**src/rtl/inst_fetch_ctrl.sv**
```systemverilog
// Instruction-fetch sequencer: owns the PC, drives a combinational instruction
// memory, and fills the IF/ID register while handling stall, redirect, halt and faults.
module inst_fetch_ctrl #(
    parameter int unsigned MEM_BYTES = 32,
    parameter logic [31:0] RESET_PC  = 32'h0000_0000,
    parameter int          CNT_W     = 16
) (
    input  logic             clk,
    input  logic             rst_n,
    output logic [31:0]      ImemAddr,
    input  logic [31:0]      ImemInst,
    input  logic             Stall,
    input  logic             Redirect,
    input  logic [31:0]      Target,
    input  logic             Halt,
    output logic [31:0]      IfIdInst,
    output logic [31:0]      IfIdPC,
    output logic             IfIdValid,
    output logic [31:0]      PCPlus4,
    output logic             Fault,
    output logic [31:0]      FaultAddr,
    output logic [CNT_W-1:0] FetchCnt,
    output logic [1:0]       State
);

    typedef enum logic [1:0] {
        ST_RUN   = 2'b00,
        ST_HALT  = 2'b01,
        ST_FAULT = 2'b10
    } state_t;

    state_t           state_q, state_d;
    logic [31:0]      pc_q, pc_d;
    logic [31:0]      inst_q, inst_d;
    logic [31:0]      ifpc_q, ifpc_d;
    logic             valid_q, valid_d;
    logic [31:0]      faddr_q, faddr_d;
    logic [CNT_W-1:0] cnt_q, cnt_d;
    logic             pc_legal;
    logic             target_legal;

    // The +3 is done in 33 bits so an address near 2^32 cannot wrap into range.
    function automatic logic addr_legal(input logic [31:0] addr);
        logic [32:0] last_byte;
        last_byte = {1'b0, addr} + 33'd3;
        return (addr[1:0] == 2'b00) && (last_byte < 33'(MEM_BYTES));
    endfunction

    assign pc_legal     = addr_legal(pc_q);
    assign target_legal = addr_legal(Target);

    always_comb begin
        state_d = state_q;
        pc_d    = pc_q;
        inst_d  = inst_q;
        ifpc_d  = ifpc_q;
        valid_d = valid_q;
        faddr_d = faddr_q;
        cnt_d   = cnt_q;
        case (state_q)
            ST_RUN: begin
                if (Redirect) begin
                    valid_d = 1'b0;
                    if (target_legal) begin
                        pc_d = Target;
                    end else begin
                        state_d = ST_FAULT;
                        faddr_d = Target;
                    end
                end else if (Halt) begin
                    state_d = ST_HALT;
                    valid_d = 1'b0;
                end else if (!Stall) begin
                    if (!pc_legal) begin
                        state_d = ST_FAULT;
                        faddr_d = pc_q;
                        valid_d = 1'b0;
                    end else begin
                        inst_d  = ImemInst;
                        ifpc_d  = pc_q;
                        valid_d = 1'b1;
                        pc_d    = pc_q + 32'd4;
                        if (cnt_q != '1) begin
                            cnt_d = cnt_q + CNT_W'(1);
                        end
                    end
                end
            end
            ST_HALT: begin
                valid_d = 1'b0;
                if (Redirect) begin
                    if (target_legal) begin
                        pc_d    = Target;
                        state_d = ST_RUN;
                    end else begin
                        state_d = ST_FAULT;
                        faddr_d = Target;
                    end
                end
            end
            ST_FAULT: begin
                valid_d = 1'b0;
            end
            default: begin
                state_d = ST_RUN;
                valid_d = 1'b0;
            end
        endcase
    end

    always_ff @(posedge clk) begin
        if (!rst_n) begin
            state_q <= ST_RUN;
            pc_q    <= RESET_PC;
            inst_q  <= 32'd0;
            ifpc_q  <= 32'd0;
            valid_q <= 1'b0;
            faddr_q <= 32'd0;
            cnt_q   <= '0;
        end else begin
            state_q <= state_d;
            pc_q    <= pc_d;
            inst_q  <= inst_d;
            ifpc_q  <= ifpc_d;
            valid_q <= valid_d;
            faddr_q <= faddr_d;
            cnt_q   <= cnt_d;
        end
    end

    assign ImemAddr  = pc_q;
    assign PCPlus4   = pc_q + 32'd4;
    assign IfIdInst  = inst_q;
    assign IfIdPC    = ifpc_q;
    assign IfIdValid = valid_q;
    assign Fault     = (state_q == ST_FAULT);
    assign FaultAddr = faddr_q;
    assign FetchCnt  = cnt_q;
    assign State     = state_q;

endmodule
```
**config.mk**
```make
export PLATFORM = sky130hd
export DESIGN_NAME = inst_fetch_ctrl
export DESIGN_NICKNAME = d
export VERILOG_FILES = /design/src/rtl/inst_fetch_ctrl.sv
export SDC_FILE = /design/constraint.sdc
export NUM_CORES = 1
export LEC_CHECK = 0
export CAP_MARGIN = 20
export CORE_ASPECT_RATIO = 0.5
export CORE_UTILIZATION = 45
export CTS_CLUSTER_DIAMETER = 200
export DETAILED_ROUTE_END_ITERATION = 10
export HOLD_SLACK_MARGIN = 0.12
export PLACE_DENSITY_LB_ADDON = 0.3
export SLEW_MARGIN = 20
export SYNTH_ARGS = -nofsm -noshare
export SYNTH_HDL_FRONTEND = slang
export SYNTH_SLANG_ARGS = --single-unit
```
**constraint.sdc**
```tcl
create_clock -name clk -period 8.71 [get_ports clk]
set_input_delay 0.871 -clock clk [delete_from_list [all_inputs] [get_ports clk]]
set_output_delay 0.871 -clock clk [all_outputs]
set_load 0.02 [all_outputs]
```
==> results of run 1 <==
synth_stat cells, types with 2 or more instances:
cell type	n
buf_4	7
o32ai_1	2
a211o_1	2
and2_1	30
nand4b_1	5
nor2_1	64
clkbuf_1	42
a21oi_1	12
o2111ai_1	2
o21ai_0	16
inv_1	10
nor4_4	2
o31ai_1	3
and4_1	6
buf_2	12
nor4_1	13
buf_6	4
or2_2	5
a21o_1	3
xnor2_1	20
mux2i_1	75
a31oi_1	5
a311oi_1	2
nand4_1	33
a221oi_1	2
o22ai_1	2
nor3_1	12
and3_1	39
nand3_1	26
o41ai_1	4
dfxtp_1	147
o311ai_0	2
or4_1	7
xor2_1	15
o311ai_1	2
o211a_1	2
or3_1	11
nand2_1	181
a211oi_1	4
nor3b_1	2
ha_1	2
o211ai_1	2
nand2b_1	10
where the power goes:
part | switching (mW) | leakage (nW) | internal [mW]
Sequential | 0.0123 | 1.19 | 0.687
Combinational | 0.103 | 2.59 | 0.0876
Clock | 0.331 | 0.279 | 0.387
worst paths after layout:
kind / start / to / slack, ps
worst min-delay path: FaultAddr[4] / FaultAddr[4] / 460
worst max register to register: ImemAddr[2] / FetchCnt[14] / 4910
worst max-delay path: ImemAddr[2] / PCPlus4[30] / 4490
worst min register to register: FaultAddr[4] / FaultAddr[4] / 460
worst max-delay path, stage by stage, from the launching register on:
cell	delay, ps
dfxtp_1	580
ha_1	370
nand2_1	110
nor4_1	810
nand3_1	190
xnor2_1	230
clkdlybuf4s50_1	650
final cells by class:
class / instances / area, µm² / share of cell area (%)
Tap cell: 204 / 255 / 2.46
Clock buffer: 18 / 439 / 4.23
Timing Repair Buffer: 257 / 2560 / 24.7
Clock inverter: 14 / 134 / 1.29
Sequential cell: 147 / 2940 / 28.3
Multi-Input combinational cell: 650 / 4010 / 38.6
Inverter: 11 / 41.3 / 0.398
metal layers:
metal / routed length (µm) / track usage [%]
met5: 0 / 0
met4: 418 / 7.35
met3: 1840 / 6.00
met2: 9750 / 40.3
met1: 10500 / 37.3
flip-flops by register name (all words and copies together) (netlist names):
name	flops
State	2
IfIdPC	32
IfIdValid	1
IfIdInst	32
FaultAddr	32
FetchCnt	16
ImemAddr	32
layout by cell type (no fill, tap or decap), types with 13 or more instances in the layout:
master / netlist / layout
clkdlybuf4s50_1: 0 / 247
nand2_1: 181 / 181
dfxtp_1: 147 / 147
mux2i_1: 75 / 75
nor2_1: 64 / 64
and3_1: 39 / 39
nand4_1: 33 / 33
and2_1: 30 / 30
nand3_1: 26 / 26
xnor2_1: 20 / 20
clkbuf_16: 0 / 17
o21ai_0: 16 / 16
xor2_1: 15 / 15
nor4_1: 13 / 13
logic make-up after synthesis:
| group | count (synthesis) |
|---|---|
| compound gates | 83 |
| xor+xnor | 35 |
| fa+ha+maj | 2 |
| buf+inv | 78 |
| flops | 147 |
| mux | 76 |
| simple gates | 454 |
per-stage QoR:
stage,power [mW],utilization [%],setup WS [ps],cell area (µm²)
after floorplan,0.811,-,5510,7310
after global placement,0.899,62.7,4660,9780
after detailed placement,0.901,62.7,4580,9780
after CTS,1.62,66.3,4500,10400
after global routing,1.66,66.5,4250,10400
final,1.61,66.5,4490,10400
==> reports/metrics.csv, run 1 <==
stage,metric,value,unit
hold_path,hp-class,register to register,
hold_path,whs_path_depth,2,
placement,port_buffers,248,
sta,fin_tns_setup,0,ps
clocking,clk-insertion-delay-late,420,ps
sta,final_hold_viol_count,0,
sta,fin_crit_sh,48.5,%
final_layout,layout-drive-gt1-share,5.74,%
placement,post-dp-hpwl,16200,µm
clocking,cts_setup_buffers,0,
sta,fin_skew,11.9,ps
die,coreArea,15600,µm²
logic_synthesis,synth_edf_count,0,
worst_setup_path,path_max_fanout,10,
clocking,post_cts_resized,0,
logic_synthesis,synth_ff_type,dfxtp_1,
power,power.density,155,nW/µm²
die,dieArea,16800,µm²
logic_synthesis,synth_xor_area_share,4.19,%
route,postRouteAntennaNets,0,
final_layout,insertedDiodeCount,0,
die,dieWidth,182,µm
worst_setup_path,reg2regPathDepth,10,
logic_synthesis,avgSynthCellArea,8.35,µm²
logic_synthesis,synth.top_cell.area_share,40.3,%
final_layout,synthToLayoutAreaGrowth,42.0,%
logic_synthesis,yosys.area_share.simple,31.3,%
logic_synthesis,synth_compound_area_share,8.49,%
worst_setup_path,critPathKind,register to output port,
route,routedWlPerCell,17.3,µm
clocking,cts_tree,done,
sta,period_minus_slack,4220,ps
logic_synthesis,synth_area_leaders,"dfxtp_1 40%, mux2i_1 10%, nand2_1 9.3%",
logic_synthesis,synth_nets,946,
sta,worstMarginPinSlew,926,ps
global_routing,grt_use_total,26.5,%
final_layout,final_cells,1301,
logic_synthesis,syn_inst,875,
route,drc_errors,0,
logic_synthesis,yosys_warnings,0,
route,drtPass1Iterations,6,
power,p_leak,4.06,nW
global_routing,grt_overflow,0,
sta,holdWs,459,ps
final_layout,layout.nets,1155,
outcome,outcome,completed,
route,routed_wl,22500,µm
sta,setup_viol,0,
global_routing,antenna_found_initial,0,
worst_setup_path,critPathLaunchType,register,
logic_synthesis,synth_top_family_by_area,simple AND/OR/NAND/NOR gates,
logic_synthesis,yosysTopAreaCell,dfxtp_1,
sta,slew_viol_final,0,
worst_setup_path,required,7840,ps
worst_setup_path,arrival,3350,ps
clocking,cts_hold_buf,0,
global_routing,grt_pass1_vias,6600,
clocking,clkSlewWorstSetupHoldPaths,70,ps
die,die_h,92.1,µm
placement,gp_congestion,0.974,
die,initial_core_util,46.8,%
worst_setup_path,cp-end-kind,output port,
sta,rsz0062_at_grt,no,
sta,slew_headroom,37.7,%
global_routing,grt_max_degree,124,
route,routed_via_density,5.54,
logic_synthesis,synthAdderAreaFrac,0.342,%
route,vias,7209,
clocking,cts_buffers,17,
placement,dp.cells,1268,
global_routing,grt_pass1_wl,35300,µm
die,core.rowCount,32,
logic_synthesis,async_reset_ff_share,0,%
power,ir_drop,0.000132,V
logic_synthesis,ys_ff_latch,147,
sta,fmax,237,MHz
job,drv_cap,0,
logic_synthesis,ys_types,71,
clocking,cts-root-buf,clkbuf_16,
logic_synthesis,ys_seq_area_share,40.3,%
logic_synthesis,synth_area,7310,µm²
clocking,cts_htree_levels,4,
clocking,cts.path.max_buffers,2,
final_layout,final.fill_count,1261,
route,drt_iter0_markers,695,
logic_synthesis,synthMuxAreaShare,10.4,%
clocking,cts_sinks,147,
die,ios,249,
Note: power is estimated with default switching activity, not from simulation.
==> run 2, diff against run 1 <==
Settings changed: CORE_UTILIZATION 45 to 42.
Clock period 8.71 ns to 3.7 ns, I/O delays scaled along.
==> reports/metrics.csv, run 2 (synthesis gave the netlist of run 1 again) <==
stage,metric,value,unit,change
route,routedWlPerCell,18.1,µm,was 17.3 µm
sta,fin_skew,9.81,ps,was 11.9 ps
global_routing,grt_pass1_wl,37400,µm,was 35300 µm
sta,setup_viol,0,,unchanged
sta,fin_tns_setup,0,ps,unchanged
outcome,outcome,completed,,unchanged
power,p_leak,4.12,nW,was 4.06 nW
power,power.density,356,nW/µm²,was 155 nW/µm²
final_layout,layout.nets,1171,,was 1155
global_routing,grt_pass1_vias,6812,,was 6600
worst_setup_path,critPathKind,register to register,,was register to output port
final_layout,synthToLayoutAreaGrowth,43.9,%,was 42.0%
final_layout,layout-drive-gt1-share,7.10,%,was 5.74%
route,drtPass1Iterations,5,,was 6
job,drv_cap,0,,unchanged
route,drc_errors,0,,unchanged
power,ir_drop,0.000324,V,was 0.000132 V
sta,slew_viol_final,0,,unchanged
sta,fin_crit_sh,94.7,%,
route,routed_via_density,5.48,,was 5.54
final_layout,utilization,63.1,%,was 66.5%
clocking,clk-insertion-delay-late,420,ps,about the same
global_routing,grt_max_degree,69,,was 124
power,finalPower,3.74,mW,was 1.61 mW
worst_setup_path,critPathLaunchType,register,,unchanged
worst_setup_path,path_max_fanout,21,,was 10
die,coreArea,16700,µm²,was 15600 µm²
route,routed_wl,24300,µm,was 22500 µm
route,vias,7342,,was 7209
die,dieArea,18000,µm²,was 16800 µm²
die,ios,249,,unchanged
sta,setup_ws,195,ps,was 4490 ps
clocking,clkSlewWorstSetupHoldPaths,60,ps,was 70 ps
clocking,cts_buffers,17,,unchanged
final_layout,final_common_cell,clkdlybuf4s50_1,,unchanged
final_layout,final_cell_mix,"247 x clkdlybuf4s50_1, 181 x nand2_1, 145 x dfxtp_1, 75 x mux2i_1, 63 x nor2_1",,"was 247 x clkdlybuf4s50_1, 181 x nand2_1, 147 x dfxtp_1, 75 x mux2i_1, 64 x nor2_1"
sta,fmax,285,MHz,
route,postRouteAntennaNets,0,,unchanged
clocking,cts_sinks,147,,unchanged
clocking,cts-root-buf,clkbuf_16,,unchanged
worst_setup_path,required,3990,ps,was 7840 ps
worst_setup_path,cp_slowest_stage_delay,620,ps,was 810 ps
clocking,cts.path.max_buffers,2,,unchanged
placement,gp_congestion,0.928,,was 0.974
placement,port_buffers,248,,unchanged
clocking,cts_htree_levels,4,,unchanged
sta,rsz0062_at_grt,yes,,was no
final_layout,insertedDiodeCount,0,,unchanged
sta,holdWs,459,ps,about the same
global_routing,grt_overflow,0,,unchanged
die,core.rowCount,33,,was 32
worst_setup_path,cp-end-kind,register,,was output port
worst_setup_path,arrival,3800,ps,was 3350 ps
worst_setup_path,path_buf_inv,0,,was 1
die,die_h,95.3,µm,was 92.1 µm
sta,final_hold_viol_count,0,,unchanged
clocking,cts_tree,done,,unchanged
global_routing,grt_use_total,26.7,%,was 26.5%
die,initial_core_util,43.8,%,was 46.8%
hold_path,hp-class,register to register,,unchanged
placement,post-place-ws,211,ps,was 4580 ps
placement,post-dp-hpwl,17300,µm,was 16200 µm
worst_setup_path,crit_slowest_cell,or3_4,,was nor4_1
sta,period_minus_slack,3510,ps,
worst_setup_path,cp_cell_sequence,nand4_1 -> nor3_1 -> mux2_2 -> a211oi_1 -> nand3_2 -> or3_4 -> o311ai_0 -> o41ai_1,,was ha_1 -> nand2_1 -> nor4_1 -> nand3_1 -> xnor2_1 -> clkdlybuf4s50_1
global_routing,antenna_found_initial,1,,was 0
sta,slew_headroom,46.7,%,was 37.7%
die,dieWidth,189,µm,was 182 µm
route,drt_iter0_markers,603,,was 695
sta,worstMarginPinSlew,800,ps,was 926 ps
worst_setup_path,path_delay_family,simple AND/OR/NAND/NOR gates,,unchanged
==> run 2: changes by cell type in the layout (fill, tap and decap cells not counted), moves of 2 or more <==
cell / before / now
buf_4: 9 / 23
dfxtp_1: 147 / 145
inv_8: 4 / 1
dfxtp_2: 0 / 2
clkbuf_1: 0 / 2
==> run 2: final timing paths <==
| check | from | endpoint | slack (ps) | cells past startpoint |
|---|---|---|---|---|
| setup reg to reg | ImemAddr[12] | FetchCnt[4] | 200 | 8 |
| hold reg to reg | FaultAddr[16] | FaultAddr[16] | 460 | 2 |
| hold / removal | FaultAddr[16] | FaultAddr[16] | 460 | 2 |
| setup / recovery | ImemAddr[12] | FetchCnt[4] | 200 | 8 |
==> run 2: report_power, final <==
part,total (mW),switching [mW],internal (mW)
Sequential,1.64,0.0249,1.62
Combinational,0.470,0.257,0.213
Clock,1.63,0.740,0.888
==> run 2: routing by layer <==
layer | up-vias | global-route usage, % | share of wire, %
met1 | 3480 | 37.7 | 47
met5 | - | 0 | 0
li1 | 3506 | - | -
met2 | 329 | 41.3 | 44
met4 | 0 | 7.53 | 1.1
met3 | 27 | 5.23 | 7.1
==> run 2: cell type report <==
type                    instances  area, µm²
fillers                      1453       6160
well taps                     227        284
flip-flops and latches        147       2950
repair buffers                272       2690
clock buffers                  20        447
multi-input cells             651       4020
clock inverters                12       96.3
inverters                      11       41.3
==> run 2: worst register-to-register path, stage by stage (launching register included) <==
cell and delay [ps]:
dfxtp_1 530, nand4_1 310, nor3_1 410, mux2_2 380, a211oi_1 280, nand3_2 290
or3_4 620, o311ai_0 420, o41ai_1 140
==> run 2: repair_timing <==
action,in CTS,in global routing
buffers inserted,0,2
hold buffers,0,0
setup endpoints to repair,0,7
resized for setup,0,4
==> run 2: stage by stage <==
| step | cells | cell area, µm² |
|---|---|---|
| 3_3_place_gp | 1305 | 9940 |
| 4_1_cts | 1337 | 10500 |
| 3_5_place_dp | 1305 | 9940 |
| 6_report | 1340 | 10500 |
| 5_1_grt | 1340 | 10500 |
| 2_1_floorplan | 875 | 7310 |
==> run 3, diff against run 2 <==
Settings changed: CORE_MARGIN set to 2.
Clock period 3.7 ns to 3 ns, I/O delays scaled along.
==> reports/metrics.csv, run 3 (synthesis gave the netlist of run 1 again) <==
stage,metric,value,unit,change
outcome,outcome,completed,,unchanged
worst_setup_path,critPathKind,register to register,,unchanged
final_layout,design_area,11500,µm²,was 10500 µm²
worst_setup_path,crit_top_cell,buf_4,,
route,postRouteAntennaNets,0,,unchanged
worst_setup_path,required,3340,ps,was 3990 ps
worst_setup_path,cp_slowest_stage_delay,360,ps,was 620 ps
power,ir_drop,0.000426,V,was 0.000324 V
clocking,cts_sinks,147,,unchanged
die,die_h,97.3,µm,was 95.3 µm
route,drt_iter0_markers,617,,was 603
placement,port_buffers,248,,unchanged
sta,setup_viol,0,,unchanged
die,initial_core_util,42.5,%,was 43.8%
sta,slew_headroom,54.2,%,was 46.7%
final_layout,layout.nets,1261,,was 1171
placement,dp.cells,1387,,was 1305
sta,final_hold_viol_count,0,,unchanged
clocking,cts_tree,done,,unchanged
global_routing,grt_max_degree,75,,was 69
worst_setup_path,crit_slowest_cell,dfxtp_2,,was or3_4
worst_setup_path,path_max_fanout,7,,was 21
hold_path,hp-class,primary input to register,,was register to register
clocking,clkSlewWorstSetupHoldPaths,70,ps,was 60 ps
clocking,cts_buffers,17,,unchanged
sta,rsz0062_at_grt,yes,,unchanged
route,routed_via_density,5.40,,was 5.48
global_routing,grt.met3_usage,4.12,%,was 5.23%
global_routing,antenna_found_initial,0,,was 1
hold_path,hold_start,rst_n,,was FaultAddr[16]
route,drtPass1Iterations,5,,unchanged
worst_setup_path,cp_cell_sequence,buf_6 -> nand4_1 -> nor4_4 -> buf_4 -> buf_4 -> a211oi_1 -> a41o_1 -> nand4b_1 -> buf_4 -> nor2_1 -> o22ai_4 -> clkbuf_16 -> mux2i_1,,was nand4_1 -> nor3_1 -> mux2_2 -> a211oi_1 -> nand3_2 -> or3_4 -> o311ai_0 -> o41ai_1
global_routing,grt_use_met2,42.0,%,was 41.3%
final_layout,layout-drive-gt1-share,15.6,%,was 7.10%
placement,place_area,10600,µm²,was 9940 µm²
die,ios,249,,unchanged
clocking,cts_htree_levels,4,,unchanged
final_layout,final_cell_mix,"239 x clkdlybuf4s50_1, 181 x nand2_1, 140 x dfxtp_1, 99 x buf_4, 72 x mux2i_1",,"was 247 x clkdlybuf4s50_1, 181 x nand2_1, 145 x dfxtp_1, 75 x mux2i_1, 63 x nor2_1"
power,p_leak,4.79,nW,was 4.12 nW
job,drv_cap,0,,unchanged
route,routed_wl,24700,µm,was 24300 µm
worst_setup_path,critPathLaunchType,register,,unchanged
global_routing,grt_pass1_wl,37600,µm,was 37400 µm
sta,period_minus_slack,2950,ps,was 3510 ps
placement,post-dp-hpwl,17500,µm,was 17300 µm
final_layout,insertedDiodeCount,0,,unchanged
die,coreArea,17200,µm²,was 16700 µm²
global_routing,grt_use_total,25.1,%,was 26.7%
sta,fmax,339,MHz,was 285 MHz
sta,fin_skew,9.74,ps,was 9.81 ps
sta,worstMarginPinSlew,687,ps,was 800 ps
sta,fin_crit_sh,98.4,%,was 94.7%
final_layout,synthToLayoutAreaGrowth,57.7,%,was 43.9%
route,routedWlPerCell,17.2,µm,was 18.1 µm
worst_setup_path,reg2reg_from,ImemAddr[2],,was ImemAddr[12]
clocking,cts-root-buf,clkbuf_16,,unchanged
clocking,cts.path.max_buffers,2,,unchanged
global_routing,grt-busiest-layer,met2,,unchanged
worst_setup_path,cp-end-kind,register,,unchanged
clocking,clk-insertion-delay-late,420,ps,about the same
worst_setup_path,startpoint,ImemAddr[2],,was ImemAddr[12]
sta,slew_viol_final,0,,unchanged
die,dieArea,18500,µm²,was 18000 µm²
global_routing,grt_pass1_vias,7224,,was 6812
worst_setup_path,arrival,3290,ps,was 3800 ps
placement,gp_congestion,0.952,,was 0.928
global_routing,grt_use_met1,33.6,%,was 37.7%
clocking,cts_hold_buf,0,,unchanged
die,dieWidth,191,µm,was 189 µm
route,vias,7762,,was 7342
final_layout,final_common_cell,clkdlybuf4s50_1,,unchanged
worst_setup_path,reg2regPathDepth,13,,was 8
route,drc_errors,0,,unchanged
power,power.density,423,nW/µm²,was 356 nW/µm²
die,core.rowCount,34,,was 33
power,finalPower,4.88,mW,was 3.74 mW
global_routing,grt_overflow,0,,unchanged
hold_path,whs_path_depth,2,,unchanged
final_layout,final_cells,1437,,was 1340
## run 3: worst paths after layout
path,endpoint,slack [ps]
worst max-delay path,FaultAddr[10],50
worst min-delay path,State[1],380
worst min register to register,FaultAddr[2],460
worst max register to register,FaultAddr[10],50
## run 3: critical path, delay by kind of cell (launching register included)
kind / cells / cell delay [ps]
buf+inv: 5 / 870
simple gates: 4 / 760
compound gates: 3 / 660
flops: 1 / 360
mux: 1 / 210
## run 3: cell type report
| cell class | count | area (µm²) |
|---|---|---|
| well taps | 234 | 293 |
| inverters | 11 | 41.3 |
| flip-flops and latches | 147 | 2950 |
| clock buffers | 18 | 439 |
| clock inverters | 14 | 160 |
| fillers | 1442 | 5660 |
| multi-input cells | 650 | 4080 |
| repair buffers | 363 | 3560 |
## run 3: repair_timing
item | 4_1_cts | 5_1_grt
cloned | 0 | 9
gates resized for setup | 5 | 31
setup buffers | 0 | 9
endpoints found under the setup margin | 9 | 149
pin swaps | 0 | 14
## run 3: per-stage QoR
step           TNS [ps]  setup slack, ps  utilization, %  hold slack, ps
2_1_floorplan         0             5.77               -             447
3_3_place_gp      -5720             -140            61.4             444
3_5_place_dp      -8230             -186            61.4             448
4_1_cts               0             13.8            64.9             347
5_1_grt            -731            -56.5            67.1             386
6_report              0             48.1            67.1             375
## run 3: where the power goes
group          switching (mW)  internal (mW)  leakage [nW]
combinational           0.339          0.333          3.30
sequential             0.0292           1.99          1.19
clock                   0.969           1.21         0.293
total                    1.34           3.54          4.79
## run 3: metal layers
| metal | wire length, µm | part of all wire [%] | vias to the layer above |
|---|---|---|---|
| met1 | 10900 | 44 | 3673 |
| li1 | - | - | 3704 |
| met5 | 0 | 0 | - |
| met3 | 1690 | 6.8 | 46 |
| met2 | 11500 | 47 | 339 |
| met4 | 484 | 2.0 | 0 |
